$ cat config.mk
export PLATFORM = sky130hd
export DESIGN_NAME = fx_ctrl_fsm
export DESIGN_NICKNAME = d
export VERILOG_FILES = /design/src/rtl/fx_ctrl_fsm.sv
export SDC_FILE = /design/constraint.sdc
export NUM_CORES = 1
export LEC_CHECK = 0
export CAP_MARGIN = 20
export CORE_MARGIN = 1.5
export CORE_UTILIZATION = 56
export CTS_CLUSTER_SIZE = 25
export DETAILED_ROUTE_END_ITERATION = 10
export GPL_TIMING_DRIVEN = 0
export PLACE_DENSITY = 0.9
export REMOVE_ABC_BUFFERS = 1
export SLEW_MARGIN = 15
export SYNTH_ARGS = -nofsm -noshare
export SYNTH_HDL_FRONTEND = slang
export SYNTH_SLANG_ARGS = --single-unit
$ cat constraint.sdc
create_clock -name i_clk -period 4.55 [get_ports i_clk]
set_input_delay 1.1375 -clock i_clk [delete_from_list [all_inputs] [get_ports i_clk]]
set_output_delay 1.1375 -clock i_clk [all_outputs]
set_load 0.05 [all_outputs]
$ cat src/rtl/fx_ctrl_fsm.sv
// ---------------------------------------------------------------------------
// fx_ctrl_fsm
//
// Front-panel controller for the effect chain. Sequences the mode FSM
// (init, play, set, loop record, loop play), owns the per-effect parameter
// registers, edge-detects the panel keys and generates address/strobe timing
// for the SRAM looper.
//
// Build option:
//   FX_CTRL_SAT_EN  defined   -> a val press at the maximum parameter value
//                                holds the maximum.
//                   undefined -> a val press at the maximum wraps to 0.
//
// Ports:
//   i_clk          system clock
//   i_rst          synchronous active-high reset
//   i_i2c_done     codec init finished (level)
//   i_key_val      change-value key (level)
//   i_key_loop     record/play-loop key (level)
//   i_key_mode     set/play mode key (level)
//   i_sel          selected effect index
//   i_en           effect enable switches
//   i_sample_tick  one-cycle pulse per audio sample
//   o_state        FSM state code
//   o_params       packed parameters, effect k at [k*PW +: PW]
//   o_cur_val      parameter of i_sel while in SET, else 0 (combinational)
//   o_ledg         state indicator LEDs
//   o_ledr         effect indicator LEDs (combinational)
//   o_loop_addr    loop memory address
//   o_loop_wr      loop write strobe
//   o_loop_rd      loop read strobe
//   o_loop_len     captured loop length in samples
//
// state | meaning
// ------+--------------------------------------------------------------
// INIT  | waiting for codec init to finish
// PLAY  | live playback, effects follow the enable switches
// SET   | editing the parameter of the selected effect
// RECD  | recording one sample per tick into loop memory
// LOOP  | replaying the captured loop, one sample per tick
// ---------------------------------------------------------------------------
module fx_ctrl_fsm #(
  parameter int N_FX    = 8,
  parameter int PW      = 3,
  parameter int SEL_W   = $clog2(N_FX),
  parameter int LOOP_AW = 20
) (
  input  logic                 i_clk,
  input  logic                 i_rst,
  input  logic                 i_i2c_done,
  input  logic                 i_key_val,
  input  logic                 i_key_loop,
  input  logic                 i_key_mode,
  input  logic [SEL_W-1:0]     i_sel,
  input  logic [N_FX-1:0]      i_en,
  input  logic                 i_sample_tick,
  output logic [2:0]           o_state,
  output logic [N_FX*PW-1:0]   o_params,
  output logic [PW-1:0]        o_cur_val,
  output logic [8:0]           o_ledg,
  output logic [N_FX-1:0]      o_ledr,
  output logic [LOOP_AW-1:0]   o_loop_addr,
  output logic                 o_loop_wr,
  output logic                 o_loop_rd,
  output logic [LOOP_AW:0]     o_loop_len
);

  typedef enum logic [2:0] {
    ST_INIT = 3'd0,
    ST_PLAY = 3'd1,
    ST_SET  = 3'd2,
    ST_RECD = 3'd3,
    ST_LOOP = 3'd4
  } state_t;

  localparam logic [LOOP_AW:0]   DEPTH_LEN = {1'b1, {LOOP_AW{1'b0}}};
  localparam logic [LOOP_AW-1:0] LAST_SLOT = {LOOP_AW{1'b1}};
  localparam logic [PW-1:0]      PARAM_MAX = {PW{1'b1}};

  // registered state
  state_t               state_q,    state_d;
  logic [PW-1:0]        param_q [N_FX];
  logic [PW-1:0]        param_d [N_FX];
  logic [LOOP_AW-1:0]   addr_q,     addr_d;
  logic [LOOP_AW:0]     len_q,      len_d;
  logic                 wr_q,       wr_d;
  logic                 rd_q,       rd_d;
  logic [8:0]           ledg_q,     ledg_d;
  logic                 key_val_q,  key_val_d;
  logic                 key_loop_q, key_loop_d;
  logic                 key_mode_q, key_mode_d;

  logic                 val_press;
  logic                 loop_press;
  logic                 mode_press;
  logic [LOOP_AW:0]     rec_count;
  logic [LOOP_AW:0]     rd_next;

  function automatic logic [PW-1:0] bump(input logic [PW-1:0] v);
`ifdef FX_CTRL_SAT_EN
    return (v == PARAM_MAX) ? v : v + PW'(1);
`else
    return v + PW'(1);
`endif
  endfunction

  always_comb begin
    val_press  = i_key_val  & ~key_val_q;
    loop_press = i_key_loop & ~key_loop_q;
    mode_press = i_key_mode & ~key_mode_q;

    key_val_d  = i_key_val;
    key_loop_d = i_key_loop;
    key_mode_d = i_key_mode;

    // Samples written so far, counting a write whose strobe is high this
    // cycle (its address advance has not happened yet).
    rec_count = {1'b0, addr_q} + {{LOOP_AW{1'b0}}, wr_q};
    rd_next   = {1'b0, addr_q} + {{LOOP_AW{1'b0}}, 1'b1};

    state_d = state_q;
    param_d = param_q;
    addr_d  = addr_q;
    len_d   = len_q;
    wr_d    = 1'b0;
    rd_d    = 1'b0;

    case (state_q)
      ST_INIT: begin
        if (i_i2c_done) state_d = ST_PLAY;
      end

      ST_PLAY: begin
        if (mode_press) begin
          state_d = ST_SET;
        end else if (loop_press) begin
          state_d = ST_RECD;
          addr_d  = '0;
          len_d   = '0;
        end
      end

      ST_SET: begin
        if (mode_press) state_d = ST_PLAY;
        // Out-of-range selectors match no k and leave every parameter alone.
        if (val_press) begin
          for (int k = 0; k < N_FX; k++) begin
            if (i_sel == SEL_W'(k)) param_d[k] = bump(param_q[k]);
          end
        end
      end

      ST_RECD: begin
        if (wr_q) addr_d = addr_q + LOOP_AW'(1);
        if (wr_q && addr_q == LAST_SLOT) begin
          // memory full: the loop is the whole depth
          state_d = ST_LOOP;
          len_d   = DEPTH_LEN;
          addr_d  = '0;
        end else if (loop_press) begin
          addr_d = '0;
          len_d  = rec_count;
          state_d = (rec_count == '0) ? ST_PLAY : ST_LOOP;
        end else if (i_sample_tick) begin
          wr_d = 1'b1;
        end
      end

      ST_LOOP: begin
        if (rd_q) addr_d = (rd_next == len_q) ? '0 : addr_q + LOOP_AW'(1);
        if (loop_press) begin
          state_d = ST_PLAY;
          addr_d  = '0;
        end else if (i_sample_tick) begin
          rd_d = 1'b1;
        end
      end

      default: begin
        state_d = ST_INIT;
      end
    endcase

    case (state_d)
      ST_PLAY: ledg_d = 9'h001;
      ST_SET:  ledg_d = 9'h002;
      ST_RECD: ledg_d = 9'h004;
      ST_LOOP: ledg_d = 9'h008;
      default: ledg_d = 9'h100;
    endcase
  end

  always_ff @(posedge i_clk) begin
    if (i_rst) begin
      state_q    <= ST_INIT;
      for (int k = 0; k < N_FX; k++) param_q[k] <= '0;
      addr_q     <= '0;
      len_q      <= '0;
      wr_q       <= 1'b0;
      rd_q       <= 1'b0;
      ledg_q     <= 9'h100;
      key_val_q  <= 1'b0;
      key_loop_q <= 1'b0;
      key_mode_q <= 1'b0;
    end else begin
      state_q    <= state_d;
      param_q    <= param_d;
      addr_q     <= addr_d;
      len_q      <= len_d;
      wr_q       <= wr_d;
      rd_q       <= rd_d;
      ledg_q     <= ledg_d;
      key_val_q  <= key_val_d;
      key_loop_q <= key_loop_d;
      key_mode_q <= key_mode_d;
    end
  end

  always_comb begin
    o_params  = '0;
    o_cur_val = '0;
    o_ledr    = i_en;
    for (int k = 0; k < N_FX; k++) o_params[k*PW +: PW] = param_q[k];
    if (state_q == ST_SET) begin
      o_ledr = '0;
      for (int k = 0; k < N_FX; k++) begin
        if (i_sel == SEL_W'(k)) begin
          o_ledr[k] = 1'b1;
          o_cur_val = param_q[k];
        end
      end
    end
  end

  assign o_state     = state_q;
  assign o_ledg      = ledg_q;
  assign o_loop_addr = addr_q;
  assign o_loop_wr   = wr_q;
  assign o_loop_rd   = rd_q;
  assign o_loop_len  = len_q;

endmodule

# After elaboration in Yosys (flattened, before gate mapping)
# Index checks and enable logic that the tools add are counted.
# W data, S select, Z words.
[totals]
mem_bits_rw = 0
memories = 0
latch_bits = 0
rom_bits = 0
reg_bits = 82
inputBits = 18
word_cells = 120
output_inout_bits = 90
[op_classes]
order_cmp = 0
eq_ne = 22
mux = 44
n_shift = 0
n_div = 0
n_reduce_logical = 18
multipliers = 0
bitwise = 8
n_addsub = 11
[ops]
columns = ["operator", "count"]
rows = [
  ["$mux W20", 8],
  ["$mux W21", 4],
  ["$pmux W20 S3", 1],
  ["$mux W3", 17],
  ["$pmux W21 S2", 1],
  ["$pmux W9 S4", 1],
  ["$add A3 B1 Y3 const B", 8],
  ["$reduce_and A3 Y1", 8],
  ["$add A20 B1 Y21", 1],
  ["$add A20 B1 Y21 const B", 1],
  ["$eq A21 B21 Y1", 1],
  ["$logic_not A21 Y1", 1],
  ["$add A20 B1 Y20 const B", 1],
  ["$eq A20 B20 Y1 const B", 1],
  ["$eq A3 B2 Y1 const B", 6],
  ["$eq A3 B3 Y1 const B", 6],
  ["$pmux W3 S5", 1],
  ["$mux W1", 10],
  ["$eq A3 B1 Y1 const B", 3],
  ["$mux W8", 1],
  ["$logic_not A3 Y1", 2],
  ["$ne A3 B3 Y1 const B", 2],
  ["$not A1 Y1", 5],
  ["$reduce_and A5 Y1", 1],
  ["other kinds (9)", 12],
]

# Longest topological paths before layout
[depth]
word_depth = 10
depth_mapped = 11
mapped_depth_nobuf = 10

# Worst setup path before layout
# Ideal clock, no wire load.
[synth_timing]
path_kind = "input to output"
start = "input port i_sel[1]"
end = "output port o_ledr[0]"
path_slack_ps = 137
stages = 3
arrival_ps = 3275
t_required_ps = 3413
n_path_buf = 2
cell_sequence = "clkbuf_1 -> buf_1 -> o41ai_1"
[synth_via]
elab_chain_cells = 3
[synth_rtl]
columns = ["element", "line", "source"]
rows = [
  ["start, declared", "54", "input logic [SEL_W-1:0] i_sel,"],
  ["$logic_not A3 Y1", "227", "if (i_sel == SEL_W'(k)) begin"],
  ["$mux W1", "227", ""],
  ["$mux W8", "224", "if (state_q == ST_SET) begin"],
  ["end, declared", "61", "output logic [N_FX-1:0] o_ledr,"],
]
# No other way between the ends.

# Worst setup path after layout
[layout_timing]
start = "input port i_sel[0]"
end = "output port o_cur_val[0]"
[layout_via]
elab_chain_cells = 10
elab_cells_between_ends = 17
classes_between = "eq/ne: 7; mux: 9; reduce/logical: 1"
[layout_rtl]
columns = ["element", "line", "source"]
rows = [
  ["$logic_not A3 Y1", "227", ""],
  ["$mux W3 (7 in series)", "227", ""],
  ["$mux W3 (*)", "227", ""],
  ["$mux W3 (*)", "224", ""],
  ["end, declared", "59", "output logic [PW-1:0] o_cur_val,"],
]
# Mark *: on every way between the ends. The rest lies on a longest branch, timed or not.

==> summary by stage <==
Hold path
The startpoint identified for the worst hold timing path is o_loop_len[12]. The worst hold path terminates at o_loop_len[12]. The path class of the lowest-slack min-delay path is reg2reg. The worst hold path cell count is 2.

Routing
In the routed layout, each cell is associated on average with a via count of 6.57. In this run the remaining antenna-violating nets after routing total 0. The DRC violation count after routing is 0.

The routed via count is 5607. The total length of routed wires is 15.5 mm. The routed length per instance is 18.1 µm. The count of routing violations after the opening detailed-route iteration is 522. For this run, the detailed router's first-pass iteration total came to 7.

Setup path
The number of buffers and inverters on the critical path is 2. In this run the register-to-register setup slack is 0.65 ns. The worst setup path is launched from a primary input. The arrival time of the worst setup path is 3.18 ns.

Counting cells, the worst reg-to-reg path comes to 8. The startpoint of the worst-slack reg-to-reg timing path is o_loop_addr[4]. The signal on the critical path passes through clkdlybuf4s15_2 -> nor2b_2 -> nand2_1 -> o21ai_0 -> o21ai_0 -> a21oi_1 -> clkdlybuf4s50_1.

The critical path endpoint category is an output pin. The cell occurring most often along the worst timing path is o21ai_0. The data required time of the worst path is 3.41 ns. The stage delay of the slowest cell on the critical path is 0.83 ns.

Of all nets on the critical path, the largest fanout is 22. The classification of the worst setup path is in2out. The endpoint identified for the worst register-to-register timing path is o_loop_addr[9]. The critical path's top delay family is buffers and inverters.

The largest individual stage delay along the critical path comes from the cell clkdlybuf4s50_1.

Synthesis
The dominant register cell in the synthesized netlist is dfxtp_1. The post-synthesis sequential area ratio is 29.6%. Dividing the synthesized area by the synthesized cell count gives 7.78 µm². The post-synth design cell area is 5280 µm².

The number of synthesized flops with an enable pin is 0. The count of yosys warnings during synthesis is 0. The share of flip-flops with an asynchronous set or reset is 0%. The netlist uses 69 different library cells. The number of standard cells after synthesis is 679.

The flip-flop and latch count after synthesis is 78.

Timing
The final number of max-transition violations was 0. Dividing the final minimum period by the clock period gives 94.8%. On the final layout, the worst hold slack is 0.485 ns. The shortest period the worst path allows is 4.31 ns. Setup repair after global routing left no endpoint under its margin. The final-report setup violation count is 0. The clock skew after layout is 0.0127 ns. Based on the critical path, the design can be clocked at up to 232 MHz. The pin slew with the least headroom to its limit is 0.905 ns. The worst pin sits at a relative slew slack of 39.5%. The count of endpoints failing hold in the final timing report is 0.

Finish
The filler cells instantiated in the layout total 707. The finished layout holds 854 standard cells, fillers aside. The finished layout cell area is 6420 µm². The antenna diode count is 0. The share of cells above drive strength 1 is 8.61%. In the final design database the tool counted 767 nets. Registers take 1560 µm². From synthesis to final layout, the design area changed by 21.5%. Once layout is complete, the utilization of the core stands at 69.8%.

The multi-input combinational cells in the finished layout cover a total of 3450 µm².

Global routing
The number of global-route vias before repair is 5224. Entering global routing, the biggest net connects 72 pins. The remaining global-route overflow is 0. The first global-routing pass estimated 24.7 mm of wire. The overall routing resource usage is 30.5%.

The number of antenna violations at the first check in global routing is 0.

Power
The post-layout total power is 1.41 mW. In this run the power density over the cells is 219 nW/µm². The cell leakage power is 2.33 nW. IR analysis of the VDD net gives a maximum drop of 0.135 mV.

Clock tree
The clock-pin slew on the worst setup and hold paths is 0.10 ns. Counting the buffers created by CTS gives 9. The number of buffers on the longest clock path is 2. The number of sinks driven by the clock tree is 78. The post-cts sizing count is 10. The buffers inserted during post-CTS setup optimization is 0. CTS placed an instance of clkbuf_8 at the clock tree root. The clock insertion delay at the later pin of the skew report is 0.38 ns. The H-tree depth is 3.

The number of hold buffers added after CTS was 0. TritonCTS built the clock tree.

Die
The die boundary width is 100 µm. In this run the core area contains 35 standard-cell rows. The die covers 10000 µm². The boundary pin count is 108. The vertical die dimension is 100 µm. The initial core utilization is 57.4%. The core box area is 9200 µm².

Placement
The number of instances in the placed design is 838. The routability congestion estimate is 0.910. Summing all placed instances gives a cell area of 6220 µm². The HPWL after detailed placement is 10.5 mm. The number of port buffers is 103.

Run status
The run finished with clean final reports.

Run
The tool flagged a number of max-cap violations equal to 0.
## layout by cell type, fill, tap and decap left out, drive strengths merged, types with 18 or more instances in the layout
cell,n
clkdlybuf4s50,97
nand2,91
dfxtp,78
nor2,59
nand3,47
a21oi,42
o21ai,34
xor2,30
xnor2,29
nand4,18
## worst max path at each step
| stage | from | end | slack, ns | cells past startpoint |
|---|---|---|---|---|
| 2_1_floorplan | o_state[1] | o_ledr[0] | 0.33 | 3 |
| 3_3_place_gp | i_rst | o_loop_addr[3] | -1.03 | 5 |
| 3_5_place_dp | i_sel[0] | o_cur_val[1] | -0.52 | 7 |
| 4_1_cts | i_sel[2] | o_cur_val[2] | 0.04 | 8 |
| 5_1_grt | i_sel[0] | o_cur_val[0] | 0.08 | 7 |
| 6_report | i_sel[0] | o_cur_val[0] | 0.24 | 7 |
## logic make-up (layout without fill, tap and decap cells)
logic type	Yosys count	count (layout)	share of synthesized area (%)
AO/OA/AOI/OAI	147	147	19.7
XOR/XNOR	59	59	9.78
adder cells (fa/ha/maj)	11	11	2.61
buffers and inverters	65	126	5.76
flip-flops	78	78	29.6
multiplexers	14	14	2.72
other	1	4	0.0710
AND/OR/NAND/NOR	304	304	29.8
## per-stage QoR
stage          setup slack, ns  setup TNS, ns
3_5_place_dp            -0.515          -1.76
4_1_cts                 0.0360              0
5_1_grt                 0.0818              0
6_report                 0.235              0
3_3_place_gp             -1.03         -21.96
2_1_floorplan            0.330              0
## cell usage after synthesis (all sizes together) (2+ instances only)
master	number	area, µm²
a211oi	4	30.0
a21o	2	15.0
a21oi	42	210
a22oi	3	22.5
a31oi	11	75.1
a41oi	2	17.5
and2	6	37.5
and3	9	56.3
and4	2	17.5
buf	25	154
clkbuf	36	135
dfxtp	78	1560
ha	11	138
inv	4	15.0
mux2	3	33.8
mux2i	11	110
nand2	91	342
nand2b	8	50.1
nand3	47	245
nand3b	3	22.5
nand4	18	131
nor2	59	226
nor2b	12	75.1
nor3	16	90.1
nor4	16	145
nor4b	4	41.3
o2111ai	2	23.8
o211ai	16	184
o21ai	34	170
o21bai	2	15.0
o22ai	3	18.8
o311a	3	30.0
o31ai	8	60.1
o41ai	5	73.8
or2	2	12.5
or3	5	31.3
or4	4	30.0
xnor2	29	254
xor2	30	263
## tightest hold or removal path, cell delays in order (launching register included)
cell,delay [ns]
dfxtp_1,0.34
nand2_1,0.06
a21oi_1,0.05
## report_power, final
| group | switching (mW) | leakage [nW] | internal, mW |
|---|---|---|---|
| combinational | 0.132 | 1.61 | 0.0561 |
| sequential | 0.00611 | 0.630 | 0.689 |
| clock | 0.310 | 0.0947 | 0.213 |
| total | 0.448 | 2.33 | 0.958 |
## metal layers
layer	wire length [µm]	track usage [%]	up-vias
li1	-	-	2547
met1	5970	35.9	2597
met2	7310	51.6	374
met3	1510	6.55	89
met4	696	16.9	0
met5	0	0	-
## layout make-up
| type | count | share of cell area [%] |
|---|---|---|
| Clock inverter | 7 | 1.01 |
| Sequential cell | 78 | 24.3 |
| Timing Repair Buffer | 106 | 16.5 |
| Multi-Input combinational cell | 539 | 53.8 |
| Clock buffer | 9 | 1.93 |
| Inverter | 4 | 0.234 |
| Tap cell | 111 | 2.16 |
## registers in the layout, indices dropped and copies added (netlist names)
| register | flops |
|---|---|
| key_loop_q | 1 |
| key_mode_q | 1 |
| key_val_q | 1 |
| o_ledg | 5 |
| o_loop_addr | 20 |
| o_loop_len | 21 |
| o_loop_rd | 1 |
| o_loop_wr | 1 |
| o_params | 24 |
| o_state | 3 |
Note: power is estimated with default switching activity, not from simulation.
